File: src/rtl/lcg_step_core.sv
// lcg_step_core: multi-cycle LCG state update x' = ((1 + 2^r)*x + b) mod 2^N,
// built from shift-and-add with no multiplier. Each new state is offered to the
// downstream stage through a valid/ready handshake.
module lcg_step_core #(
  parameter int unsigned N  = 4,
  parameter int unsigned CW = 8
) (
  input  logic          clk,
  input  logic          rst_n,
  input  logic          seed_load,
  input  logic [N-1:0]  seed,
  input  logic          step,
  input  logic [N-1:0]  r,
  input  logic [N-1:0]  b,
  output logic          busy,
  output logic          out_valid,
  input  logic          out_ready,
  output logic [N-1:0]  x_out,
  output logic [CW-1:0] count
);

  typedef enum logic [2:0] {
    S_IDLE  = 3'd0,
    S_SHIFT = 3'd1,
    S_ADD_X = 3'd2,
    S_ADD_B = 3'd3,
    S_HOLD  = 3'd4
  } state_t;

  state_t r_state;
  state_t w_state_nxt;

  logic [N-1:0]  r_x_state;
  logic [N-1:0]  r_tmp;
  logic [N-1:0]  r_shamt;
  logic [N-1:0]  r_b;
  logic [N-1:0]  r_x_out;
  logic [CW-1:0] r_count;
  logic          r_busy;
  logic          r_out_valid;

  logic [N-1:0]  w_x_state_nxt;
  logic [N-1:0]  w_tmp_nxt;
  logic [N-1:0]  w_shamt_nxt;
  logic [N-1:0]  w_b_nxt;
  logic [N-1:0]  w_x_out_nxt;
  logic [CW-1:0] w_count_nxt;
  logic          w_busy_nxt;
  logic          w_out_valid_nxt;

  // State register
  always_ff @(posedge clk or negedge rst_n) begin
    if (!rst_n) begin
      r_state <= S_IDLE;
    end else begin
      r_state <= w_state_nxt;
    end
  end

  // Next-state logic; seed_load wins over step, and HOLD waits for the consumer
  always_comb begin
    w_state_nxt = r_state;
    case (r_state)
      S_IDLE:  if (!seed_load && step) w_state_nxt = S_SHIFT;
      S_SHIFT: w_state_nxt = S_ADD_X;
      S_ADD_X: w_state_nxt = S_ADD_B;
      S_ADD_B: w_state_nxt = S_HOLD;
      S_HOLD:  if (out_ready) w_state_nxt = S_IDLE;
      default: w_state_nxt = S_IDLE;
    endcase
  end

  // Datapath and output next values per state
  always_comb begin
    w_x_state_nxt   = r_x_state;
    w_tmp_nxt       = r_tmp;
    w_shamt_nxt     = r_shamt;
    w_b_nxt         = r_b;
    w_x_out_nxt     = r_x_out;
    w_count_nxt     = r_count;
    w_busy_nxt      = (w_state_nxt == S_SHIFT) || (w_state_nxt == S_ADD_X) ||
                      (w_state_nxt == S_ADD_B);
    w_out_valid_nxt = (w_state_nxt == S_HOLD);
    case (r_state)
      S_IDLE: begin
        if (seed_load) begin
          w_x_state_nxt = seed;
          w_x_out_nxt   = seed;
          w_count_nxt   = '0;
        end else if (step) begin
          w_shamt_nxt = r;
          w_b_nxt     = b;
          w_tmp_nxt   = r_x_state;
        end
      end
      S_SHIFT: begin
        // Shifts of N or more push every bit out of the word
        w_tmp_nxt = (r_shamt >= N'(N)) ? '0 : N'(r_tmp << r_shamt);
      end
      S_ADD_X: begin
        w_tmp_nxt = N'(r_tmp + r_x_state);
      end
      S_ADD_B: begin
        w_x_state_nxt = N'(r_tmp + r_b);
        w_x_out_nxt   = N'(r_tmp + r_b);
        w_count_nxt   = CW'(r_count + CW'(1));
      end
      default: ;
    endcase
  end

  // Datapath and registered outputs
  always_ff @(posedge clk or negedge rst_n) begin
    if (!rst_n) begin
      r_x_state   <= '0;
      r_tmp       <= '0;
      r_shamt     <= '0;
      r_b         <= '0;
      r_x_out     <= '0;
      r_count     <= '0;
      r_busy      <= 1'b0;
      r_out_valid <= 1'b0;
    end else begin
      r_x_state   <= w_x_state_nxt;
      r_tmp       <= w_tmp_nxt;
      r_shamt     <= w_shamt_nxt;
      r_b         <= w_b_nxt;
      r_x_out     <= w_x_out_nxt;
      r_count     <= w_count_nxt;
      r_busy      <= w_busy_nxt;
      r_out_valid <= w_out_valid_nxt;
    end
  end

  assign busy      = r_busy;
  assign out_valid = r_out_valid;
  assign x_out     = r_x_out;
  assign count     = r_count;

endmodule

File: config.mk
export PLATFORM = sky130hd
export DESIGN_NAME = lcg_step_core
export DESIGN_NICKNAME = d
export VERILOG_FILES = /design/src/rtl/lcg_step_core.sv
export SDC_FILE = /design/constraint.sdc
export NUM_CORES = 1
export LEC_CHECK = 0
export ABC_AREA = 0
export CAP_MARGIN = 10
export CORE_MARGIN = 2
export CORE_UTILIZATION = 54
export CTS_CLUSTER_DIAMETER = 150
export DETAILED_ROUTE_END_ITERATION = 8
export PLACE_DENSITY = 0.83
export SLEW_MARGIN = 20
export SYNTH_ARGS = -nofsm -noshare
export SYNTH_HDL_FRONTEND = slang
export SYNTH_SLANG_ARGS = --single-unit
export TNS_END_PERCENT = 30
File: constraint.sdc
create_clock -name clk -period 5 [get_ports clk]
set_clock_uncertainty 0.2 [all_clocks]
set_input_delay 0.75 -clock clk [delete_from_list [all_inputs] [get_ports clk]]
set_output_delay 0.75 -clock clk [all_outputs]
set_load 0.05 [all_outputs]
Word level (Yosys, flattened, before mapping)
Index checks and enable logic that the tools add are counted.
{"block": "word_totals", "regBits": 29, "input_bits": 17, "word_cells": 46, "output_inout_bits": 14}
{"block": "op_classes", "muxes": 11, "eq_ne": 11, "magnitude_cmp": 1, "n_shift": 1, "add_sub_neg": 3, "reduce_logical": 10, "bitwise_logic": 1}
{"operator": "$mux 4", "count": 4}
{"operator": "$pmux 8 s2", "count": 1}
{"operator": "$pmux 3 s5", "count": 1}
{"operator": "$eq 3x2->1 const B", "count": 4}
{"operator": "$pmux 4 s3", "count": 1}
{"operator": "$add 4x4->4", "count": 2}
{"operator": "$add 8x1->8 const B", "count": 1}
{"operator": "$mux 8", "count": 1}
{"operator": "$pmux 4 s2", "count": 1}
{"operator": "$eq 3x1->1 const B", "count": 2}
{"operator": "$eq 3x3->1 const B", "count": 2}
{"operator": "$mux 3", "count": 2}
{"operator": "$ne 2x2->1 const B", "count": 3}
{"operator": "$reduce_and 3->1", "count": 2}
{"operator": "$ge 4x3->1 const B", "count": 1}
{"operator": "$shl 4x4->4", "count": 1}
{"operator": "$logic_not 3->1", "count": 1}
{"operator": "$reduce_bool 3->1", "count": 1}
{"operator": "$logic_or 1x1->1", "count": 2}
{"operator": "$reduce_and 2->1", "count": 1}
{"operator": "$reduce_bool 2->1", "count": 1}
{"operator": "$logic_and 1x1->1", "count": 1}
{"operator": "$logic_not 1->1", "count": 1}
{"operator": "$not 1->1", "count": 1}

Longest topological paths before layout
Gate-level depths: netlist of run 1.
{"block": "logic_depth", "word_depth": 7, "depth_mapped": 6, "ltp_nobuf": 6}

Worst setup path before layout of run 1
No wires, ideal clock.
{"block": "synth_path", "path_kind": "register to register", "from": "reg x_out[0] (netlist name)", "to": "reg r_tmp[2]", "setup_time_ns": 0.143, "n_path_buf": 0, "t_arrival_ns": 1.717, "slack_ns": 2.940, "t_required_ns": 4.657, "period_less_slack_ns": 2.060, "path_stages_with_launch": 7, "cell_sequence": "dfrtp_1 ha_1 inv_1 fa_1 xnor2_1 a222oi_1 a21oi_1"}
{"item": "to (signal assigned)", "line_no": "125", "rtl": "r_tmp <= w_tmp_nxt;"}
{"item": "to (decl)", "line_no": "34", "rtl": "logic [N-1:0] r_tmp;"}

Final worst setup path of run 1
{"block": "layout_path", "from": "reg r_count[0] (netlist: count[0])", "to": "out count[0]"}
{"item": "from (decl)", "line_no": "38", "rtl": "logic [CW-1:0] r_count;"}
{"item": "from (signal assigned)", "line_no": "129", "rtl": "r_count <= w_count_nxt;"}
{"item": "to (decl)", "line_no": "19", "rtl": "output logic [CW-1:0] count"}
No word-level cell between the ends.

==> flow_metrics.py, run 1 <==
metrics = {
    "timing": {
        "hold_viol": 0,
        "fmax_mhz": 390.9,
        "final.setup.tns_ps": 0,
        "fin_hold_ws_ps": 286.5,
        "fin_crit_sh": 0.5116,
        "finalMaxSlewViolations": 0,
        "min_period_ps": 2558,
        "worstMarginPinSlew_ps": 667.2,
        "rsz0062_at_grt": "false",
        "finalSetupViolations": 0,
        "slew_headroom": 0.5511,
    },
    "cells_and_area": {
        "diodes": 0,
        "layout_common_cells": "clkdlybuf4s50_1, dfrtp_1, nand2_1",
        "final_common_cell": "clkdlybuf4s50_1",
        "final_cells": 215,
        "finalNetCount": 209,
        "fill_cells": 227,
        "drive_gt1_frac": 0.1033,
        "area_growth_pct": 22.83,
    },
    "critical_path": {
        "r2r_cells": 4,
        "crit_arrival_ps": 1610,
        "path_max_fanout": 5,
        "endpoint_kind": "output pin",
        "crit_path_start_kind": "flop",
        "crit_type": "reg2out",
        "r2r_slack_ps": 2930,
        "critPathBufInv": 1,
        "crit_family": "buffers and inverters",
        "critPathSlowestCell": "clkdlybuf4s50_1",
        "reg2reg_from": "r_state[2]$_DFF_PN0_",
        "critPathMaxStageDelay_ps": 860,
        "critPathRequiredTime_ps": 4050,
        "r2r-end": "r_tmp[1]$_DFFE_PN0P_",
        "crit_chain": "clkdlybuf4s50_1",
    },
    "synth": {
        "async_flop_share": 1.000,
        "synth.distinct_cells": 43,
        "synthFlopType": "dfrtp_1",
        "synth.cell_area_sq_um": 1589,
        "syn_nets": 177,
        "avgSynthCellArea_sq_um": 10.52,
        "synthCells": 151,
        "synth-edff-count": 0,
        "ys_seq_area_frac": 0.4567,
        "synth_seq_cells": 29,
        "yosys_warnings": 0,
    },
    "placement": {
        "place.gp.congestion": 0.8630,
        "place_inst": 207,
        "dp_hpwl_mm": 2.669,
        "portBuffers": 30,
    },
    "detailed_routing": {
        "drt_first_pass_iters": 6,
        "drc_errors": 0,
        "ant_nets": 0,
        "wl_met3_um": 162,
        "wl_met2_mm": 1.808,
        "wirelength_mm": 3.478,
        "drt_iter0_markers": 58,
        "met1Wirelength_mm": 1.422,
        "num_vias": 1269,
        "via_per_inst": 5.902,
        "top_layer": "met4",
        "avgRoutedWirePerCell_um": 16.18,
    },
    "worst_hold_path": {
        "min_path_cells": 1,
        "hold_class": "reg2reg",
        "worstHoldEndpoint": "count[7]$_DFFE_PN0P_",
        "min-delay-start": "count[7]$_DFFE_PN0P_",
    },
    "floorplanning": {
        "die-area_sq_um": 3392,
        "initial_utilization": 0.5713,
        "num_rows": 19,
        "coreArea_sq_um": 2781,
        "ios": 31,
        "die_w_um": 58.25,
        "die_h_um": 58.25,
    },
    "clock_network": {
        "cts_tree": "done",
        "insertion_delay_ps": 320,
        "post-cts-setup-buffers": 0,
        "postCtsHoldBufs": 0,
        "clk_path_buf_depth": 2,
        "root_buffer": "clkbuf_4",
        "clkSlewWorstSetupHoldPaths_ps": 90,
        "post_cts_resized": 0,
        "cts.sinks": 29,
        "cts_buffers": 5,
        "ctsHtreeMaxLevel": 2,
    },
    "pwr": {
        "power_density_nw_per_um2": 681.1,
        "p_sw_mw": 0.6113,
        "p_sw_frac": 0.4598,
        "pwr-share-comb": 0.552,
        "cellLeakagePower_nw": 0.8852,
        "seq_power_share": 0.348,
        "p_int_mw": 0.7181,
        "vdd_drop_max_mv": 0.4950,
        "finalPower_mw": 1.329,
        "pwr-share-clk": 0.100,
    },
    "global_route": {
        "antenna_found_initial": 0,
        "grt_max_degree": 30,
        "gr-total-overflow": 0,
        "grt_pass1_vias": 1309,
        "grt_util_all_layers": 0.2435,
        "grt_pass1_wl_mm": 6.154,
    },
    "flow_run": {
        "maxCapViolCount": 0,
    },
    "status": {
        "outcome": "finished clean",
    },
}
cells in the mapped netlist, types with 2 or more instances:
| cell type | n | area (sq um) |
|---|---|---|
| o22ai_1 | 2 | 12.51 |
| a21oi_1 | 7 | 35.03 |
| inv_1 | 6 | 22.52 |
| nor3_1 | 3 | 15.01 |
| nor2_1 | 9 | 33.78 |
| nand2b_1 | 2 | 12.51 |
| mux2_2 | 8 | 90.09 |
| fa_1 | 2 | 40.04 |
| nand2_1 | 16 | 60.06 |
| xnor2_1 | 5 | 43.79 |
| nand3_1 | 6 | 30.03 |
| dfrtp_1 | 29 | 725.7 |
| buf_4 | 2 | 15.01 |
| a21o_1 | 2 | 15.01 |
| o21ai_0 | 7 | 35.03 |
| mux2i_1 | 10 | 100.1 |
| ha_1 | 7 | 87.58 |
| buf_2 | 2 | 10.01 |
| clkbuf_1 | 2 | 7.510 |
sequential cells by signal (all words and copies together) (netlist names):
register,count
count,8
r_b,4
r_shamt,4
r_tmp,4
x_out,4
r_state,3
busy,1
out_valid,1
through the flow:
stage               cell area, sq um  utilization  setup slack (ps)
floorplan                       1589            -              2940
global placement                1903       0.6842              2480
detailed placement              1903       0.6842              2444
CTS                             1952       0.7018              2437
global route                    1952       0.7018              2387
finish                          1952       0.7018              2442
routing by layer:
layer | vias to the layer above | global-route usage
met3 | 9 | 0.05580
li1 | 600 | -
met5 | - | 0
met4 | 0 | 0.1130
met1 | 618 | 0.2984
met2 | 42 | 0.4075
worst reg2reg max path: cells and delay by family (launching register included):
family,cells,cell delay [ps]
simple gates,3,1190
compound gates,1,160
flops,1,470
worst max-delay path by stage:
| stage | start | to | slack (ps) | cells past startpoint |
|---|---|---|---|---|
| finish | count[0]$_DFFE_PN0P_ | count[0] | 2440 | 1 |
| global route | count[0]$_DFFE_PN0P_ | count[0] | 2390 | 1 |
| CTS | count[0]$_DFFE_PN0P_ | count[0] | 2440 | 1 |
| detailed placement | seed_load | r_tmp[3]$_DFFE_PN0P_ | 2440 | 5 |
| global placement | seed_load | r_tmp[3]$_DFFE_PN0P_ | 2480 | 5 |
| floorplan | x_out[0]$_DFFE_PN0P_ | r_tmp[2]$_DFFE_PN0P_ | 2940 | 6 |
cells by family after synthesis:
group	Yosys count	share of synthesized area
AND/OR/NAND/NOR	50	0.1654
flip-flops	29	0.4567
AO/OA/AOI/OAI	27	0.1102
multiplexers	18	0.1197
buffers and inverters	12	0.03464
adder cells (fa/ha/maj)	9	0.08031
XOR/XNOR	6	0.03307
cell type report:
class | instances | area (sq um) | area share
repair buffers | 31 | 307.8 | 0.1577
flip-flops and latches | 29 | 725.7 | 0.3718
inverters | 6 | 22.52 | 0.01154
clock buffers | 8 | 48.80 | 0.02500
multi-input cells | 110 | 808.3 | 0.4141
well taps | 31 | 38.79 | 0.01987
power groups by stage:
| stage | Clock (mW) | Combinational [mW] | Sequential [mW] |
|---|---|---|---|
| floorplan | 0 | 0.465 | 0.527 |
| global placement | 0 | 0.701 | 0.455 |
| detailed placement | 0 | 0.730 | 0.464 |
| CTS | 0.136 | 0.733 | 0.459 |
| global route | 0.146 | 0.811 | 0.482 |
| finish | 0.133 | 0.734 | 0.463 |
Note: power is estimated with default switching activity, not from simulation.
==> inputs of run 2 (changes only) <==
Settings changed: CORE_UTILIZATION 54 to 46, PLACE_DENSITY 0.83 to 0.75.
Clock period 5 ns to 2.2 ns, I/O delays scaled along.
==> run 2 against run 1 <==
Against the previous run:
- routed wire length is 1.5% lower
- highest routed layer unchanged
- largest cell class unchanged
- core utilization is 9.6 points lower
- final cell count is 9.3% higher
- combinational power is 140% higher
==> flow_metrics.py, run 2 (synthesized netlist as in run 1, its figures left out) <==
metrics = {
    "critical_path": {
        "crit_chain": "clkdlybuf4s50_1",
        "path_max_fanout": 4,
        "crit_arrival_ps": 1620,
        "endpoint_kind": "output pin",
        "critPathBufInv": 1,
        "critPathMaxStageDelay_ps": 830,
        "crit_path_start_kind": "flop",
        "critPathSlowestCell": "clkdlybuf4s50_1",
        "crit_type": "reg2out",
        "critPathRequiredTime_ps": 1670,
        "crit_family": "buffers and inverters",
    },
    "pwr": {
        "power_density_nw_per_um2": 1535,
        "cellLeakagePower_nw": 0.9188,
        "seq_power_share": 0.324,
        "p_sw_mw": 1.389,
        "vdd_drop_max_mv": 0.7518,
        "p_int_mw": 1.716,
        "pwr-share-comb": 0.568,
        "p_sw_frac": 0.4473,
        "pwr-share-clk": 0.107,
    },
    "worst_hold_path": {
        "hold_class": "in2async",
    },
    "cells_and_area": {
        "finalNetCount": 215,
        "drive_gt1_frac": 0.1376,
        "diodes": 0,
        "largest_reg_flops": 8,
        "utilization": 0.6059,
        "layout_common_cells": "clkdlybuf4s50_1, dfrtp_1, nand2_1",
        "final_common_cell": "clkdlybuf4s50_1",
        "area_growth_pct": 27.24,
    },
    "floorplanning": {
        "die_h_um": 62.78,
        "coreArea_sq_um": 3337,
        "die-area_sq_um": 3941,
        "initial_utilization": 0.4762,
        "num_rows": 21,
        "ios": 31,
        "die_w_um": 62.78,
    },
    "timing": {
        "fin_crit_sh": 0.9750,
        "fmax_mhz": 466.2,
        "finalSetupViolations": 0,
        "finalMaxSlewViolations": 0,
        "final.setup.tns_ps": 0,
        "rsz0062_at_grt": "false",
        "hold_viol": 0,
        "min_period_ps": 2145,
        "slew_headroom": 0.6658,
        "worstMarginPinSlew_ps": 499.8,
    },
    "clock_network": {
        "root_buffer": "clkbuf_4",
        "postCtsHoldBufs": 0,
        "clk_path_buf_depth": 2,
        "cts.sinks": 29,
        "insertion_delay_ps": 330,
        "ctsHtreeMaxLevel": 2,
        "post_cts_resized": 0,
        "cts_buffers": 5,
        "cts_tree": "done",
        "clkSlewWorstSetupHoldPaths_ps": 90,
        "post-cts-setup-buffers": 0,
    },
    "detailed_routing": {
        "drc_errors": 0,
        "drt_first_pass_iters": 4,
        "ant_nets": 0,
        "avgRoutedWirePerCell_um": 14.57,
        "drt_iter0_markers": 117,
        "num_vias": 1283,
        "wirelength_mm": 3.425,
        "via_per_inst": 5.460,
    },
    "global_route": {
        "grt_max_degree": 30,
        "grt_pass1_vias": 1226,
        "gr-total-overflow": 0,
        "grt_pass1_wl_mm": 5.871,
        "grt_util_all_layers": 0.1958,
        "antenna_found_initial": 0,
    },
    "flow_run": {
        "maxCapViolCount": 0,
    },
    "status": {
        "outcome": "finished clean",
    },
    "placement": {
        "place.gp.congestion": 0.8194,
        "portBuffers": 30,
        "dp_hpwl_mm": 2.543,
    },
}
[run 2: power by group through the flow]
stage	Clock, mW	Sequential, mW	Combinational [mW]
3_5_place_dp	0	1.01	1.76
3_3_place_gp	0	1.00	1.71
2_1_floorplan	0	1.20	1.06
6_report	0.332	1.01	1.76
5_1_grt	0.367	1.04	1.94
4_1_cts	0.343	1.00	1.77
[run 2: stage by stage]
| step | setup slack, ps | cell area (sq um) | hold WS, ps | power [mW] | std cells |
|---|---|---|---|---|---|
| floorplan | 140.1 | 1589 | -165.6 | 2.254 | 151 |
| global placement | 89.95 | 1967 | 264.8 | 2.713 | 228 |
| detailed placement | 40.32 | 1967 | 282.6 | 2.769 | 228 |
| CTS | 34.74 | 2022 | 180.3 | 3.117 | 235 |
| global route | 8.035 | 2022 | 198.3 | 3.353 | 235 |
| finish | 54.97 | 2022 | 169.6 | 3.104 | 235 |
[run 2: layout make-up]
class	instances	area, sq um
tap	46	57.56
sequential	29	725.7
fill	281	1315
timing repair buffer	37	352.8
multi-input combinational	110	808.3
inverter	6	22.52
clock buffer	7	55.05
[run 2: path summary, 6_finish.rpt]
path | cells past startpoint | from | to | slack, ps
max | 1 | x_out[2]$_DFFE_PN0P_ | x_out[2] | 50
min | 2 | rst_n | count[2]$_DFFE_PN0P_ | 170
max reg2reg | 4 | r_state[2]$_DFF_PN0_ | r_tmp[3]$_DFFE_PN0P_ | 170
min reg2reg | 1 | count[7]$_DFFE_PN0P_ | count[7]$_DFFE_PN0P_ | 290
max in group asynchronous | 2 | rst_n | r_state[1]$_DFF_PN0_ | 1340
min in group clk | 1 | count[7]$_DFFE_PN0P_ | count[7]$_DFFE_PN0P_ | 290
[run 2: metal layers]
layer | track usage | vias up | part of all wire
li1 | - | 615 | -
met1 | 0.2368 | 626 | 0.43
met2 | 0.3239 | 38 | 0.49
met3 | 0.06486 | 4 | 0.060
met4 | 0.07500 | 0 | 0.013
met5 | 0 | - | 0
==> variant 1, RTL diff (flow settings as in run 1) <==
Set the parameter `CW` to 12 (it was 8).
--- a/src/rtl/lcg_step_core.sv
+++ b/src/rtl/lcg_step_core.sv
@@ -5,3 +5,3 @@
   parameter int unsigned N  = 4,
-  parameter int unsigned CW = 8
+  parameter int unsigned CW = 12
 ) (
Ports: changed (resized count); port bits go from 31 to 35. The function was not compared with the original's and may differ.
==> variant 1 against run 1 <==
Setup slack got worse by 0.075 ns. Register-to-register slack improved by 0.04 ns. Via count increased by 15%. Final cell count grew 20%. Wire length up 14%. Area after synthesis grew 11%. Cell area up 13%. Clock power up 34%. Sequential share of layout area up 0.26 points. Sequential cell count is 4 higher. Power rose by 1.9%. Critical path type unchanged. Critical endpoint is now x_out[1]. Highest routed layer unchanged.
==> variant 1: results (changes against run 1) <==
- Most numerous cell types in the synthesized netlist: sky130_fd_sc_hd__dfrtp_1 (33), sky130_fd_sc_hd__o21ai_0 (21), sky130_fd_sc_hd__nand2_1 (20)
- Number of global-route vias before repair: 1336 (+2.1%)
- Synthesized netlist cell count: 175 (+16%)
- Peak clock frequency supported by timing: 380 MHz (-2.9%)
- Origin of the worst setup path: x_out[1]
- Number of levels in the clock H-tree: 2 (unchanged)
- Worst R2R Start: r_state[1]
- Critical register-to-register path endpoint: count[10]
- Xor-xnor portion of the synthesized cell area: 0.0297 (-0.00335)
- Number of nets in the final layout: 238 (+14%)
- Number of buffer cells added on primary ports: 34 (+13%)
- Result of the run: completed
- Vias per Instance: 5.67 (-4.0%)
- Arrival time at the worst endpoint: 1.68 ns (+0.07 ns)
- Launch instance of the worst min-delay path: count[11]
- Post-Place Cell Area: 2140 um^2 (+12%)
- Final RePlAce weighted congestion: 0.874 (+1.3%)
- Reg2reg path depth: 5 (+1)
- Complex-gate fraction of the synthesized area: 0.146 (+0.0363)
- Post-placement cell count: 249 (+20%)
- Place WS: 2.36 ns (-0.0870 ns)
- Total vias in the final route: 1456 (+15%)
- Hold slack final: 0.309 ns (+0.0224 ns)
- Register-to-register setup slack: 2.97 ns (+0.04 ns)
- Adder and majority cell fraction of the synthesized area: 0.0722 (-0.00813)
- Leakage power summed over all cells: 0.000988 uW (+12%)
- Drt pass-1 iters: 4 (-2)
- Fraction of layout cells with a size suffix above 1: 0.0986 (-0.00467)
- Total nets after synthesis: 201 (+14%)
- Routed length per instance: 15.4 um (-4.8%)
- Pin count of the biggest net entering global routing: 34 (+13%)
- Share of total power consumed by net switching: 0.453 (-0.00642)
- Netlist cell types: 40 (-7.0%)
- Worst hold path endpoint: count[11]
- Peak supply drop: 0.394 mV (-20%)
- Half-perimeter wire length after placement: 2.87 mm (+7.4%)
- Share of cell area taken by muxes after synthesis: 0.0821 (-0.0376)
- Wire length of the first global-routing pass: 6.40 mm (+4.0%)
- Worst skew pair latency: 0.35 ns (+0.03 ns)
- Transition time at the pin with the least slew margin: 0.895 ns (+0.228 ns)
- Largest register FFs: 12 (+4)
-- variant 1: cell types whose count changed after synthesis, sizes merged, moves of 3 or more --
cell,delta
o21ai,+15
xor2,+3
nand4,+3
nand2,+5
mux2i,-6
nand3,+3
dfrtp,+4
xnor2,-3
-- variant 1: cell type report --
class	count	area, um^2
sequential	33	826
clock inverter	1	5.00
fill	246	872
multi-input combinational	130	881
timing repair buffer	35	348
clock buffer	7	65.1
tap	44	55.1
inverter	7	26.3
-- variant 1: routing by layer --
metal | global-route usage | wire length, um | up-vias
met5 | 0 | 0 | -
met4 | 0.112 | 93 | 0
met3 | 0.0798 | 208 | 8
met2 | 0.381 | 2000 | 37
met1 | 0.301 | 1650 | 712
li1 | - | - | 699
-- variant 1: power by group through the flow --
stage / logic [uW] / registers, uW / clock network, uW
after detailed placement: 685 / 493 / 0
after CTS: 689 / 488 / 180
after floorplan: 434 / 557 / 0
final: 686 / 490 / 178
after global routing: 757 / 506 / 192
after global placement: 659 / 485 / 0
==> variant 2, RTL diff (flow settings as in run 1) <==
Without the edit above. Register the output `count` once more; this adds one clock of latency there. The other outputs are not delayed to match.
--- a/src/rtl/lcg_step_core.sv
+++ b/src/rtl/lcg_step_core.sv
@@ -137,3 +137,5 @@
   assign x_out     = r_x_out;
-  assign count     = r_count;
+  always_ff @(posedge clk) begin
+    count <= r_count;
+  end
 
Function: changed (a bounded check fails within 10 cycles, from zero or initial values and one cycle with rst_n low).
==> variant 2 against run 1 <==
Non-clock buffer count did not move. Combinational power is 6.1% lower. Setup slack lost 0.020 ns. Count of clock-buffer cells in the layout decreased by 2. Sequential cell count up 8. Power rose by 9.1%. Clock power increased by 83%. Wire length increased by 2.8%. Area after synthesis grew 9.0%. Cell area rose by 11%. Sequential share of layout area grew 3.6 points. Final cell count rose by 8.8%.
==> variant 2: results (changes against run 1) <==
- Number of levels in the clock H-tree: 2 (unchanged)
- Number of buffer cells added on primary ports: 30 (unchanged)
- Gate family responsible for the most delay along the worst path: buffers and inverters
- Largest fanout on the critical path: 4 (-1)
- Number of global-route vias before repair: 1314 (+0.38%)
- Number of nets in the final layout: 215 (+2.9%)
- Netlist cell types: 45 (+4.7%)
- Leakage power summed over all cells: 0.000962 uW (+8.6%)
- Antenna violations before repair: 0 (unchanged)
- Pin count of the biggest net entering global routing: 30 (unchanged)
- Peak supply drop: 0.377 mV (-24%)
- FILL cells: 252 (+11%)
- Dominant cells by area after synthesis: sky130_fd_sc_hd__dfrtp_1 (42%), sky130_fd_sc_hd__dfxtp_1 (9.2%), sky130_fd_sc_hd__mux2_2 (5.2%), sky130_fd_sc_hd__ha_1 (5.1%), sky130_fd_sc_hd__nand2_1 (3.7%)
- Prevailing post-synth register cell: sky130_fd_sc_hd__dfrtp_1
- Register-to-register setup slack: 2.51 ns (-0.42 ns)
- Type of the worst min-delay path: reg -> reg
- Total nets after synthesis: 181 (+2.3%)
- CTS max path bufs: 2 (unchanged)
- Routed length per instance: 15.3 um (-5.5%)
- Arrival time at the worst endpoint: 1.63 ns (+0.02 ns)
- GRT Resource Usage Total: 0.224 (-0.0192)
- Largest regs: count: 8 flops, r_count: 8 flops
- Clock transition at the registers of the reported paths: 0.12 ns (+0.03 ns)
- Vias per Instance: 5.70 (-3.5%)
- Transition time at the pin with the least slew margin: 0.596 ns (-0.0715 ns)
- Portion of the post-synthesis area used by sequential elements: 0.512 (+0.0549)
- Post-cts sizing count: 0 (unchanged)
- Largest stage delay on the critical path: 0.83 ns (-0.03 ns)
- Post-CTS setup repair buffer count: 0 (unchanged)
- Drt pass-1 iters: 4 (-2)
- Launch instance of the worst min-delay path: r_count[7]
- CTS buffer count: 5 (unchanged)
- Startpoint type of the worst setup path: flop
- Final RePlAce weighted congestion: 0.820 (-5.0%)
- Most numerous cell types in the synthesized netlist: sky130_fd_sc_hd__dfrtp_1 (29), sky130_fd_sc_hd__nand2_1 (17), sky130_fd_sc_hd__o21ai_0 (12)
- Wire length of the first global-routing pass: 5.98 mm (-2.9%)
- Root buffer cell: sky130_fd_sc_hd__clkbuf_4
- Iteration-0 DRC Markers: 70 (+21%)
- Fraction of registers with async set or reset after synthesis: 0.784 (-0.216)
- Place WS: 2.11 ns (-0.337 ns)
- Origin of the worst setup path: x_out[2]
- Worst skew pair latency: 0.36 ns (+0.04 ns)
- Fraction of layout cells with a size suffix above 1: 0.142 (+0.0388)
- Worst R2R Start: r_state[1]
- Half-perimeter wire length after placement: 2.54 mm (-4.8%)
- Total of warnings raised by yosys: 0 (unchanged)
- Antenna fix cells: 0 (unchanged)
- CP max stage cell: sky130_fd_sc_hd__clkdlybuf4s50_1
- Result of the run: completed
-- variant 2: kinds of logic after synthesis --
family,after synthesis,share of synthesized area
xor gates and xnor gates,5,0.0253
buffers and inverters,11,0.0267
DFF,37,0.512
adders and majority gates,9,0.0737
and+or+nand+nor,44,0.141
muxes,12,0.0751
AOI/OAI and AO/OA,37,0.147
-- variant 2: layout make-up --
cell class / instances / share of cell area
sequential: 37 / 0.408
multi-input combinational: 107 / 0.368
timing repair buffer: 31 / 0.142
tap: 44 / 0.0253
clock inverter: 2 / 0.0161
clock buffer: 6 / 0.0288
inverter: 7 / 0.0121
-- variant 2: worst register-to-register path: cells and delay by family, from the launching register on --
kind	cells	cell delay [ns]
and+or+nand+nor	3	0.99
DFF	1	0.47
AOI/OAI and AO/OA	2	0.71
-- variant 2: routing by layer --
metal / track usage / vias to the layer above / wire length (um) / part of all wire
li1: - / 631 / - / -
met2: 0.382 / 40 / 1840 / 0.51
met5: 0 / - / 0 / 0
met1: 0.262 / 656 / 1510 / 0.42
met3: 0.0810 / 6 / 191 / 0.053
met4: 0.0776 / 0 / 38 / 0.011
-- variant 2: worst paths after layout --
check                             end  cells after the start
max                          x_out[2]                      1
min                          count[7]                      0
max reg2reg                  r_tmp[3]                      5
min reg2reg                  count[7]                      0
max in group asynchronous  r_count[1]                      2
min in group asynchronous  r_count[5]                      2
-- variant 2: power by group --
part,internal [uW],switching (uW),total (uW)
registers,399,119,518
clock network,135,108,243
logic,300,389,689
total,834,616,1450
-- variant 2: metrics by stage --
step                std cells  instance area [um^2]  hold WS, ns   util  total power, uW
CTS                       234                  2170        0.209  0.711             1450
detailed placement        226                  2070        0.186  0.680             1210
global placement          226                  2070        0.178  0.680             1180
finish                    234                  2170        0.198  0.711             1450
floorplan                 155                  1730        0.162      -             1020
global route              234                  2170        0.227  0.711             1560
